File: config.mk
export PLATFORM = sky130hd
export DESIGN_NAME = delay_tap_ctrl
export DESIGN_NICKNAME = d
export VERILOG_FILES = /design/src/rtl/delay_tap_ctrl.sv
export SDC_FILE = /design/constraint.sdc
export NUM_CORES = 1
export LEC_CHECK = 0
export BUFFER_PORTS_ARGS = -buffer_cell sky130_fd_sc_hd__buf_2
export CORE_MARGIN = 2
export CORE_UTILIZATION = 55
export DETAILED_ROUTE_END_ITERATION = 10
export GPL_ROUTABILITY_DRIVEN = 0
export PLACE_DENSITY_LB_ADDON = 0.1
export REMOVE_ABC_BUFFERS = 1
export SYNTH_ARGS = -nofsm -noshare
export SYNTH_HDL_FRONTEND = slang
export SYNTH_SLANG_ARGS = --single-unit
File: constraint.sdc
create_clock -name CLK -period 2.7 [get_ports CLK]
set_input_delay 0.405 -clock CLK [delete_from_list [all_inputs] [get_ports CLK]]
set_output_delay 0.405 -clock CLK [all_outputs]
set_load 0.1 [all_outputs]
File: src/rtl/delay_tap_ctrl.sv
// Tap controller for a VAR_LOAD-style delay element: drops EN_VTC, walks the tap to the
// requested value one step at a time, verifies it, and restores EN_VTC. Optional macro:
// DLY_TAP_LOAD_MODE_EN makes the first step of each request a direct CNTVALUEIN load.
module delay_tap_ctrl #(
  parameter int VTC_WAIT      = 8,
  parameter int SETTLE_CYCLES = 2,
  parameter int MAX_STEPS     = 511
) (
  input  logic       CLK,
  input  logic       RST,
  input  logic       REQ_VALID,
  input  logic [8:0] REQ_TAP,
  output logic       REQ_READY,
  output logic       BUSY,
  output logic       DONE,
  output logic       ERR,
  output logic       DLY_CE,
  output logic       DLY_INC,
  output logic       DLY_LOAD,
  output logic [8:0] DLY_CNTVALUEIN,
  output logic       DLY_EN_VTC,
  input  logic [8:0] DLY_CNTVALUEOUT
);

  localparam logic [2:0] IDLE    = 3'd0;
  localparam logic [2:0] VTC_OFF = 3'd1;
  localparam logic [2:0] STEP    = 3'd2;
  localparam logic [2:0] SETTLE  = 3'd3;
  localparam logic [2:0] CHECK   = 3'd4;
  localparam logic [2:0] VTC_ON  = 3'd5;

  localparam int CNT_W = (MAX_STEPS < 2) ? 1 : $clog2(MAX_STEPS + 1);

  logic [2:0]       state_q, state_d;
  logic [7:0]       timer_q, timer_d;
  logic [CNT_W-1:0] step_cnt_q, step_cnt_d;
  logic [8:0]       target_q, target_d;
  logic             ok_q, ok_d;
  logic             go_step;

  logic             ready_q, ready_d;
  logic             busy_q, busy_d;
  logic             done_q, done_d;
  logic             err_q, err_d;
  logic             ce_q, ce_d;
  logic             inc_q, inc_d;
  logic             load_q, load_d;
  logic [8:0]       cntin_q, cntin_d;
  logic             en_vtc_q, en_vtc_d;

`ifdef DLY_TAP_LOAD_MODE_EN
  logic             first_q, first_d;
`endif

  always_comb begin
    state_d    = state_q;
    timer_d    = timer_q;
    step_cnt_d = step_cnt_q;
    target_d   = target_q;
    ok_d       = ok_q;
    go_step    = 1'b0;
    done_d     = 1'b0;
    err_d      = 1'b0;
    ce_d       = 1'b0;
    inc_d      = 1'b0;
    load_d     = 1'b0;
    cntin_d    = '0;
`ifdef DLY_TAP_LOAD_MODE_EN
    first_d    = first_q;
`endif

    case (state_q)
      IDLE: begin
        if (REQ_VALID && ready_q) begin
          target_d = REQ_TAP;
          // Already on target: answer immediately without touching EN_VTC
          if (REQ_TAP == DLY_CNTVALUEOUT) begin
            done_d = 1'b1;
          end else begin
            state_d    = VTC_OFF;
            timer_d    = 8'(VTC_WAIT - 1);
            step_cnt_d = '0;
`ifdef DLY_TAP_LOAD_MODE_EN
            first_d    = 1'b1;
`endif
          end
        end
      end
      VTC_OFF: begin
        if (timer_q == 8'd0) go_step = 1'b1;
        else                 timer_d = timer_q - 8'd1;
      end
      STEP: begin
        if (SETTLE_CYCLES == 0) begin
          state_d = CHECK;
        end else begin
          state_d = SETTLE;
          timer_d = 8'(SETTLE_CYCLES - 1);
        end
      end
      SETTLE: begin
        if (timer_q == 8'd0) state_d = CHECK;
        else                 timer_d = timer_q - 8'd1;
      end
      CHECK: begin
        if (DLY_CNTVALUEOUT == target_q) begin
          state_d = VTC_ON;
          ok_d    = 1'b1;
          timer_d = 8'(VTC_WAIT - 1);
        end else if (step_cnt_q == CNT_W'(MAX_STEPS)) begin
          state_d = VTC_ON;
          ok_d    = 1'b0;
          timer_d = 8'(VTC_WAIT - 1);
        end else begin
          go_step = 1'b1;
        end
      end
      VTC_ON: begin
        if (timer_q == 8'd0) begin
          state_d = IDLE;
          done_d  = ok_q;
          err_d   = ~ok_q;
        end else begin
          timer_d = timer_q - 8'd1;
        end
      end
      default: state_d = IDLE;
    endcase

    // Direction is recomputed on every step so an overshoot walks back instead of wrapping
    if (go_step) begin
      state_d    = STEP;
      step_cnt_d = step_cnt_q + CNT_W'(1);
      ce_d       = 1'b1;
`ifdef DLY_TAP_LOAD_MODE_EN
      first_d    = 1'b0;
      if (first_q) begin
        load_d  = 1'b1;
        cntin_d = target_q;
      end else begin
        inc_d = (target_q > DLY_CNTVALUEOUT);
      end
`else
      inc_d      = (target_q > DLY_CNTVALUEOUT);
`endif
    end

    ready_d  = (state_d == IDLE);
    busy_d   = (state_d != IDLE);
    en_vtc_d = !(state_d inside {VTC_OFF, STEP, SETTLE, CHECK});
  end

  always_ff @(posedge CLK) begin
    if (RST) begin
      state_q    <= IDLE;
      timer_q    <= '0;
      step_cnt_q <= '0;
      ok_q       <= 1'b0;
      ready_q    <= 1'b0;
      busy_q     <= 1'b0;
      done_q     <= 1'b0;
      err_q      <= 1'b0;
      ce_q       <= 1'b0;
      inc_q      <= 1'b0;
      load_q     <= 1'b0;
      cntin_q    <= '0;
      en_vtc_q   <= 1'b1;
`ifdef DLY_TAP_LOAD_MODE_EN
      first_q    <= 1'b0;
`endif
    end else begin
      state_q    <= state_d;
      timer_q    <= timer_d;
      step_cnt_q <= step_cnt_d;
      ok_q       <= ok_d;
      ready_q    <= ready_d;
      busy_q     <= busy_d;
      done_q     <= done_d;
      err_q      <= err_d;
      ce_q       <= ce_d;
      inc_q      <= inc_d;
      load_q     <= load_d;
      cntin_q    <= cntin_d;
      en_vtc_q   <= en_vtc_d;
`ifdef DLY_TAP_LOAD_MODE_EN
      first_q    <= first_d;
`endif
    end
  end

  always_ff @(posedge CLK) begin
    target_q <= target_d;
  end

  assign REQ_READY      = ready_q;
  assign BUSY           = busy_q;
  assign DONE           = done_q;
  assign ERR            = err_q;
  assign DLY_CE         = ce_q;
  assign DLY_INC        = inc_q;
  assign DLY_LOAD       = load_q;
  assign DLY_CNTVALUEIN = cntin_q;
  assign DLY_EN_VTC     = en_vtc_q;

endmodule

==> out/metrics.cfg, run 1 <==
[critical_path]
cp.required_ps=2920
crit_fanout=7
crit_path_start_kind=register
worstPathArrival_ps=2790
end_kind=register
critPathKind=register to register

[grt]
grt_pass1_wl_um=7090
grt_max_degree=28
overflow=0
grt_pass1_vias=1608
grt.total_usage_pct=21.1
antenna_found_initial=0

[yosys]
ys_seq_area_share_pct=39.0
synth.most_common_cell=dfxtp_1
ys_warn_count=0
synth_seq_cells=37
synth_top_area_share_pct=26.3
synthCells=236
ys_top_cells_by_area=dfxtp_1 26%, edfxtp_1 13%, ha_1 7.6%
synthArstFlopShare_pct=0
synth_edf_count=9
syn_avg_cell_area_um2=9.03
syn_area_um2=2130
ys_types=50
ys_top_cells_by_count=28 x dfxtp_1, 25 x nor2_1, 14 x inv_1
synth_ff_type=dfxtp_1
synth_largest_area_cell=dfxtp_1

[run]
max_cap_viol_count=0

[clocking]
cts_root_buf=clkbuf_8
holdBufCountCts=0
insertion_delay_ps=290
cts_tree=built
clockBufferDepth=2
cts_sinks=37
numCtsBuffers=5
cts_max_level=2
clk_pin_slew_ps=80

[layout]
synthToLayoutAreaGrowth_pct=14.6
final_area_um2=2440
finish.utilization_pct=66.2
diodes=0
multi_input_area_um2=1170
drive_gt1_share_pct=21.7
num-nets-final=300
seq_area_um2=833
num-fill-cells=311
fin_cells=315

[die]
io_pins=38
dieWidth_um=66.2
rows=22
start_util_pct=57.8
die_h_um=66.2
die_area_um2=4390
core_um2=3690

[timing]
report.final.hold_viol_count=0
fin_tns_setup_ps=0
setup_violations=0
finalCritPeriodShare_pct=94.9
relSlewSlack_pct=65.0
period_needed_ps=2560
rsz0062_at_grt=false
drv_slew=0
tightest_slew_ps=526
skew_ps=4.56
fmax_mhz=390
worst_slack_ps=137

[placed_design]
place_ws_ps=93.5
dp_cells=305
io_buffers=27
dp_hpwl_um=3150
placed_area_um2=2270

[power_and_ir_drop]
ir_drop_uv=590
p_leak_uw=0.00103
power_density_nw_per_um2=970

[route]
via_per_inst=5.44
ant_nets=0
drc=0
vias=1713
wire_per_inst_um=13.5
totalWireLength_um=4260
dr.pass1.iters=4
drt_iter0_drc=95

[min_path]
hold_path_class=primary input to register

[run_status]
status=completed

[registers in the layout (all words and copies together) (netlist names)]
signal,flops
BUSY,1
DLY_CE,1
DLY_EN_VTC,1
DLY_INC,1
DONE,1
ERR,1
REQ_READY,1
ok_q,1
state_q,3
step_cnt_q,9
target_q,9
timer_q,8
[layout make-up]
| class | instances | share of cell area (%) |
|---|---|---|
| Multi-Input combinational cell | 174 | 48.1 |
| Sequential cell | 37 | 34.1 |
| Timing Repair Buffer | 34 | 7.69 |
| Clock buffer | 6 | 3.84 |
| Tap cell | 48 | 2.46 |
| Inverter | 14 | 2.15 |
| Clock inverter | 2 | 1.59 |
[repair_timing]
action	4_1_cts	5_1_grt
endpoints found under the setup margin	0	7
gates resized for setup	0	7
buffers inserted	0	2
[power by group]
| part | switching (µW) | total, µW | internal, µW |
|---|---|---|---|
| logic | 714 | 1080 | 363 |
| clock network | 204 | 539 | 334 |
| registers | 82.6 | 752 | 669 |
| total | 1000 | 2370 | 1370 |
[cell usage in the layout, fill, tap and decap left out, types with 3 or more instances in the layout]
cell      synthesis  layout
buf_2             2      27
nor2b_1           6       6
nor3_1           12      12
nand2_1          13      13
a22oi_1           3       3
nand3_1           3       3
a21oi_2           3       3
o21a_1            3       3
and3_1            6       5
clkbuf_8          0       5
ha_1             13      11
nor4_1            3       3
buf_4            12       7
xnor2_1           9       9
nor2_1           25      25
conb_1            1      10
edfxtp_1          9       9
inv_1            14      14
nand2b_1          4       4
dfxtp_1          28      26
a21o_1            3       3
o21ai_1           4       4
a21oi_1          13      13
o21ai_0          10      10
[worst max-delay path: stages, from the launching register on]
cell      delay [ps]
dfxtp_2          380
ha_4             150
and3_4           180
and3_1           180
and3_1           160
ha_2             190
a31oi_2           70
a221oi_2         370
o21ai_4          150
or4_4            530
a21oi_2          130
[per-stage QoR]
step / total power (µW) / hold WS, ps
2_1_floorplan: 1520 / 420
3_3_place_gp: 1780 / 459
3_5_place_dp: 1790 / 443
4_1_cts: 2330 / 307
5_1_grt: 2520 / 301
6_report: 2370 / 313
[per-layer routing]
layer  global-route usage, %  part of all wire [%]  up-vias
met5                       0                     0        -
met4                    5.36                  0.96        0
met3                    5.28                   5.2        4
met2                    37.1                    47       45
met1                    25.6                    47      782
li1                        -                     -      882
[cells by family (layout without fill, tap and decap cells)]
group	count (synthesis)	in the layout	share of synthesized area [%]
other	1	10	0.176
AOI/OAI and AO/OA	54	54	17.7
DFF	37	37	39.0
and+or+nand+nor	86	86	22.3
xor gates and xnor gates	10	10	4.11
adders and majority gates	13	13	7.63
muxes	1	1	0.470
buffers and inverters	34	56	8.57
[path summary, 6_finish.rpt]
path,startpoint,slack (ps),end,cells after the start
min,REQ_TAP[0],310,target_q[0],1
max,step_cnt_q[0],140,timer_q[3],10
min reg2reg,ok_q,480,ERR,1
max reg2reg,step_cnt_q[0],140,timer_q[3],10
(Power assumes the default switching activity.)
==> run 2, diff against run 1 <==
CORE_UTILIZATION = 56   (was 55)
CTS_BUF_LIST = sky130_fd_sc_hd__clkbuf_8   (was default)
==> run 2 against run 1 <==
Flip-flop and latch count stayed put. Cell area increased by 0.97%. Clock-buffer cell count decreased by 1. First-iteration DRC count grew 37%. Wire length is 2.1% higher. Setup slack got worse by 5.9 ps. Power is 3.5% higher. Register-to-register slack hardly changed. Via count increased by 0.88%. Core utilization rose by 1.1 points. Clock skew is essentially flat. Critical path type unchanged. Largest cell class unchanged. Largest power group unchanged. Highest routed layer unchanged.
==> out/metrics.cfg, run 2 (synthesis gave the netlist of run 1 again) <==
[critical_path]
crit_top_cell=and3_1
r2r_slack_ps=130  ; about the same
slowest_delay_ps=530  ; about the same
path_delay_family=simple AND/OR/NAND/NOR gates
endpoint=timer_q[5]
worstPathArrival_ps=2790  ; about the same
startpoint=step_cnt_q[0]
crit_fanout=6  ; -1
end_kind=register
path_depth=10  ; unchanged
crit_path_start_kind=register
reg2reg_depth=10  ; unchanged
critPathKind=register to register
cp.required_ps=2920  ; about the same
rr_startpoint=step_cnt_q[0]
crit_chain=ha_1, and3_1, and3_1, and3_1, ha_2, a31oi_4, a221oi_4, o21ai_4, or4_1, a21oi_1
critPathSlowestCell=or4_1
r2r-end=timer_q[5]
crit_buf_inv=0  ; unchanged

[route]
drt_iter0_drc=130  ; +37%
dr.pass1.iters=4  ; unchanged
via_per_inst=5.45  ; +0.24%
drc=0  ; unchanged
totalWireLength_um=4350  ; +2.1%
wire_per_inst_um=13.7  ; +1.5%
vias=1728  ; +0.88%
ant_nets=0  ; unchanged

[timing]
tightest_slew_ps=514  ; -11.6 ps
skew_ps=4.55  ; -0.00968 ps
drv_slew=0  ; unchanged
final.hold.worst_slack_ps=315  ; +1.62 ps
setup_violations=0  ; unchanged
period_needed_ps=2570  ; +5.89 ps
report.final.hold_viol_count=0  ; unchanged
finalCritPeriodShare_pct=95.1  ; +0.22 points
fmax_mhz=389  ; -0.23%
relSlewSlack_pct=65.4  ; +0.41 points

[layout]
diodes=0  ; unchanged
final_area_um2=2460  ; +0.97%
drive_gt1_share_pct=21.2  ; -0.53 points
largest_registers=step_cnt_q (9), target_q (9), timer_q (8)
final_cell_mix=27 x dfxtp_1, 27 x buf_2, 24 x nor2_1
num-nets-final=302  ; +0.67%
synthToLayoutAreaGrowth_pct=15.7

[power_and_ir_drop]
power_density_nw_per_um2=994  ; +2.5%
power.share.switching_pct=41.4  ; -0.91 points
p_int_uw=1440  ; +5.1%
p_leak_uw=0.00105  ; +1.7%
p_clk_share_pct=23.1  ; +0.3 points
netSwitchingPower_uw=1010  ; +1.3%
power_frac_seq_pct=30.6  ; -1.1 points
power_frac_comb_pct=46.3  ; +0.8 points
ir_drop_uv=584  ; -0.97%

[clocking]
cts_sinks=37  ; unchanged
clk_pin_slew_ps=70  ; about the same
holdBufCountCts=0  ; unchanged
cts_root_buf=clkbuf_8
cts_max_level=2  ; unchanged
clockBufferDepth=2  ; unchanged
numCtsBuffers=5  ; unchanged
cts_tree=built
insertion_delay_ps=290  ; about the same

[grt]
antenna_found_initial=0  ; unchanged
grt_pass1_wl_um=6840  ; -3.4%
grt_pass1_vias=1606  ; -0.12%
overflow=0  ; unchanged
grt.total_usage_pct=20.9  ; -0.26 points
grt_max_degree=28  ; unchanged

[die]
dieWidth_um=65.7  ; -0.84%
rows=22  ; unchanged
die_area_um2=4310  ; -1.7%
core_um2=3660  ; -0.75%
io_pins=38  ; unchanged
start_util_pct=58.2  ; +0.43 points
die_h_um=65.7  ; -0.84%

[min_path]
hold_path_class=primary input to register
hp-start=REQ_TAP[5]

[placed_design]
dp_hpwl_um=3110  ; -1.3%
placed_area_um2=2270  ; unchanged
io_buffers=27  ; unchanged

[run]
max_cap_viol_count=0  ; unchanged

[run_status]
status=completed

[run 2: changes by cell type in the layout (fill, tap and decap cells not counted), sizes merged]
cell,previous run,this run
buf,34,35
bufinv,1,2
inv,15,14
clkinv,0,1
[run 2: routing by layer]
metal	vias up	part of all wire [%]	global-route usage (%)
li1	884	-	-
met1	798	44	24.1
met2	35	49	36.0
met3	11	3.8	4.28
met4	0	2.4	11.2
met5	-	0	0
[run 2: metrics by stage]
stage / cells / TNS (ps) / worst slack, ps / power [µW] / utilization (%)
2_1_floorplan: 225 / 0 / 66.0 / 1520 / -
3_3_place_gp: 305 / 0 / 146 / 1770 / 61.9
3_5_place_dp: 305 / 0 / 49.7 / 1780 / 61.9
4_1_cts: 313 / 0 / 32.2 / 2350 / 65.6
5_1_grt: 317 / -99.9 / -32.9 / 2600 / 67.3
6_report: 317 / 0 / 132 / 2450 / 67.3
[run 2: what timing repair did]
action,in CTS,in global routing
endpoints found under the setup margin,0,12
resized for setup,0,7
buffers inserted,0,4
[run 2: layout make-up]
cell class	instances	area [µm²]
clock buffers	5	68.8
clock inverters	3	65.1
fillers	334	1200
inverters	14	52.6
multi-input cells	174	1180
flip-flops and latches	37	832
well taps	48	60.1
repair buffers	36	203
[run 2: power by group through the flow]
stage	combinational [µW]	sequential [µW]	clock, µW
CTS	1030	746	575
detailed placement	1020	758	0
global route	1230	763	600
finish	1130	751	566
floorplan	626	891	0
global placement	1010	756	0
[run 2: how the worst min path moves through the flow]
stage | slack, ps | end | depth (start not counted)
floorplan | 420 | ERR | 1
global placement | 460 | ERR | 1
detailed placement | 460 | ERR | 1
CTS | 310 | target_q[6] | 1
global route | 300 | target_q[6] | 1
finish | 310 | target_q[5] | 1
[run 2: worst register-to-register path, delay by kind of cell (launching register included)]
family                   cells  cell delay (ps)
flip-flops                   1              350
adder cells (fa/ha/maj)      2              400
AND/OR/NAND/NOR              4             1110
AO/OA/AOI/OAI                4              650
==> run 3, diff against run 2 <==
ABC_CLOCK_PERIOD_IN_PS = 2700   (was default)
CORE_UTILIZATION = 55   (was 56)
CTS_BUF_LIST = sky130_fd_sc_hd__clkbuf_4 sky130_fd_sc_hd__clkbuf_8 sky130_fd_sc_hd__clkbuf_16   (was sky130_fd_sc_hd__clkbuf_8)
SETUP_SLACK_MARGIN = 0.3   (was default)
==> run 3 against run 2 <==
Combinational power about the same. Fmax rose by 7.2%. Cell count up 0.95%. Register-to-register slack better by 170 ps. Core utilization up 1.6 points. Largest power group unchanged.
==> out/metrics.cfg, run 3 (synthesis gave the netlist of run 1 again) <==
[route]
via_per_inst=5.42  ; -0.65%
drt_iter0_drc=78  ; -40%
totalWireLength_um=4460  ; +2.4%
dr.pass1.iters=4  ; unchanged
wire_per_inst_um=13.9  ; +1.5%
ant_nets=0  ; unchanged
drc=0  ; unchanged
vias=1733  ; +0.29%

[placed_design]
dp_hpwl_um=3150  ; +1.3%
placed_area_um2=2270  ; unchanged
io_buffers=27  ; unchanged

[run_status]
status=completed

[critical_path]
reg2reg_depth=10  ; unchanged
crit_fanout=7  ; +1
worstPathArrival_ps=2620  ; -170 ps
critPathSlowestCell=or4b_1
rr_startpoint=step_cnt_q[1]
crit_top_cell=and3_4
critPathKind=register to register
crit_path_start_kind=register
r2r-end=timer_q[6]
slowest_delay_ps=510  ; -20 ps
end_kind=register
cp.required_ps=2930  ; about the same
crit_chain=ha_4, and3_4, and3_4, and3_4, ha_4, a31oi_4, a221oi_4, o21ai_4, or4b_1, a21oi_1
r2r_slack_ps=300  ; +170 ps

[timing]
rsz0062_at_grt=true
report.final.hold_viol_count=0  ; unchanged
fin_tns_setup_ps=0  ; unchanged
tightest_slew_ps=526  ; +11.9 ps
drv_slew=0  ; unchanged
setup_violations=0  ; unchanged
relSlewSlack_pct=64.9  ; -0.43 points
fmax_mhz=417  ; +7.2%
final.hold.worst_slack_ps=307  ; -7.88 ps
finalCritPeriodShare_pct=88.7  ; -6.4 points
skew_ps=3.64  ; -0.905 ps
period_needed_ps=2400  ; -173 ps

[min_path]
hp-start=REQ_TAP[0]
hold_depth=1  ; unchanged
hold_path_class=primary input to register
holdPathEnd=target_q[0]

[layout]
diodes=0  ; unchanged
layout_commonest_cell=buf_2
num-nets-final=305  ; +0.99%
num-fill-cells=292  ; -13%
largest_registers=step_cnt_q (9), target_q (9), timer_q (8)
final_area_um2=2540  ; +3.1%
drive_gt1_share_pct=24.6  ; +3.4 points
synthToLayoutAreaGrowth_pct=19.3
final_cell_mix=27 x buf_2, 26 x dfxtp_1, 24 x nor2_1
finish.utilization_pct=68.9  ; +1.6 points

[grt]
grt_max_degree=28  ; unchanged
antenna_found_initial=0  ; unchanged
grt_pass1_vias=1690  ; +5.2%
overflow=0  ; unchanged
grt_pass1_wl_um=7360  ; +7.5%
grt.total_usage_pct=22.2  ; +1.3 points

[clocking]
cts_root_buf=clkbuf_8
cts_sinks=37  ; unchanged
insertion_delay_ps=290  ; about the same
cts_tree=built
cts_max_level=2  ; unchanged
numCtsBuffers=5  ; unchanged
clockBufferDepth=2  ; unchanged
clk_pin_slew_ps=70  ; about the same

[die]
die_area_um2=4390  ; +1.7%
start_util_pct=57.8  ; -0.43 points
die_h_um=66.2  ; +0.84%
io_pins=38  ; unchanged
core_um2=3690  ; +0.75%
dieWidth_um=66.2  ; +0.84%
rows=22  ; unchanged

[power_and_ir_drop]
power_density_nw_per_um2=949  ; -4.5%
p_leak_uw=0.00105  ; +0.76%
ir_drop_uv=558  ; -4.5%

[run]
max_cap_viol_count=0  ; unchanged

-- run 3: cell count changes in the layout (fill, tap and decap cells not counted), sizes merged --
| cell | delta |
|---|---|
| bufinv | -1 |
| inv | +1 |
| buf | +4 |
| clkinv | -1 |
-- run 3: what timing repair did --
| action | CTS | global route |
|---|---|---|
| resized for setup | 13 | 3 |
| setup buffers | 6 | 1 |
| pin swaps | 6 | 2 |
| endpoints found under the setup margin | 17 | 11 |
| hold buffers | 0 | 0 |
-- run 3: how the worst max path moves through the flow --
stage | slack [ps] | cells after the start | start | end
global route | 190 | 10 | step_cnt_q[1] | timer_q[6]
finish | 300 | 10 | step_cnt_q[1] | timer_q[6]
floorplan | 70 | 5 | REQ_READY | timer_q[3]
detailed placement | 90 | 10 | step_cnt_q[0] | timer_q[3]
global placement | 170 | 10 | step_cnt_q[0] | timer_q[5]
CTS | 290 | 10 | step_cnt_q[1] | timer_q[6]
-- run 3: metal layers --
layer	share of wire, %	GRT usage, %
met1	46	25.9
met2	47	39.0
met3	5.3	4.26
met4	1.2	9.69
met5	0	0
-- run 3: cell type report --
cell class / instances / area, µm² / area share [%]
multi-input cells: 174 / 1240 / 48.7
clock inverters: 2 / 38.8 / 1.53
clock buffers: 6 / 93.8 / 3.69
flip-flops and latches: 37 / 833 / 32.8
repair buffers: 39 / 225 / 8.86
inverters: 14 / 52.6 / 2.07
well taps: 48 / 60.1 / 2.36
-- run 3: metrics by stage --
| stage | cells | total power, µW | setup WS [ps] |
|---|---|---|---|
| 2_1_floorplan | 225 | 1520 | 66.0 |
| 3_3_place_gp | 305 | 1780 | 173 |
| 3_5_place_dp | 305 | 1790 | 93.5 |
| 4_1_cts | 319 | 2390 | 289 |
| 5_1_grt | 320 | 2560 | 188 |
| 6_report | 320 | 2410 | 304 |
-- run 3: critical path: cells and delay by family (launching register included) --
kind	cells	cell delay [ps]
adders and majority gates	2	270
DFF	1	360
and+or+nand+nor	4	1070
AOI/OAI and AO/OA	4	620
-- run 3: power by group --
part / internal (µW) / total (µW) / switching, µW
registers: 669 / 752 / 82.8
clock network: 334 / 541 / 207
logic: 385 / 1120 / 735
total: 1390 / 2410 / 1020
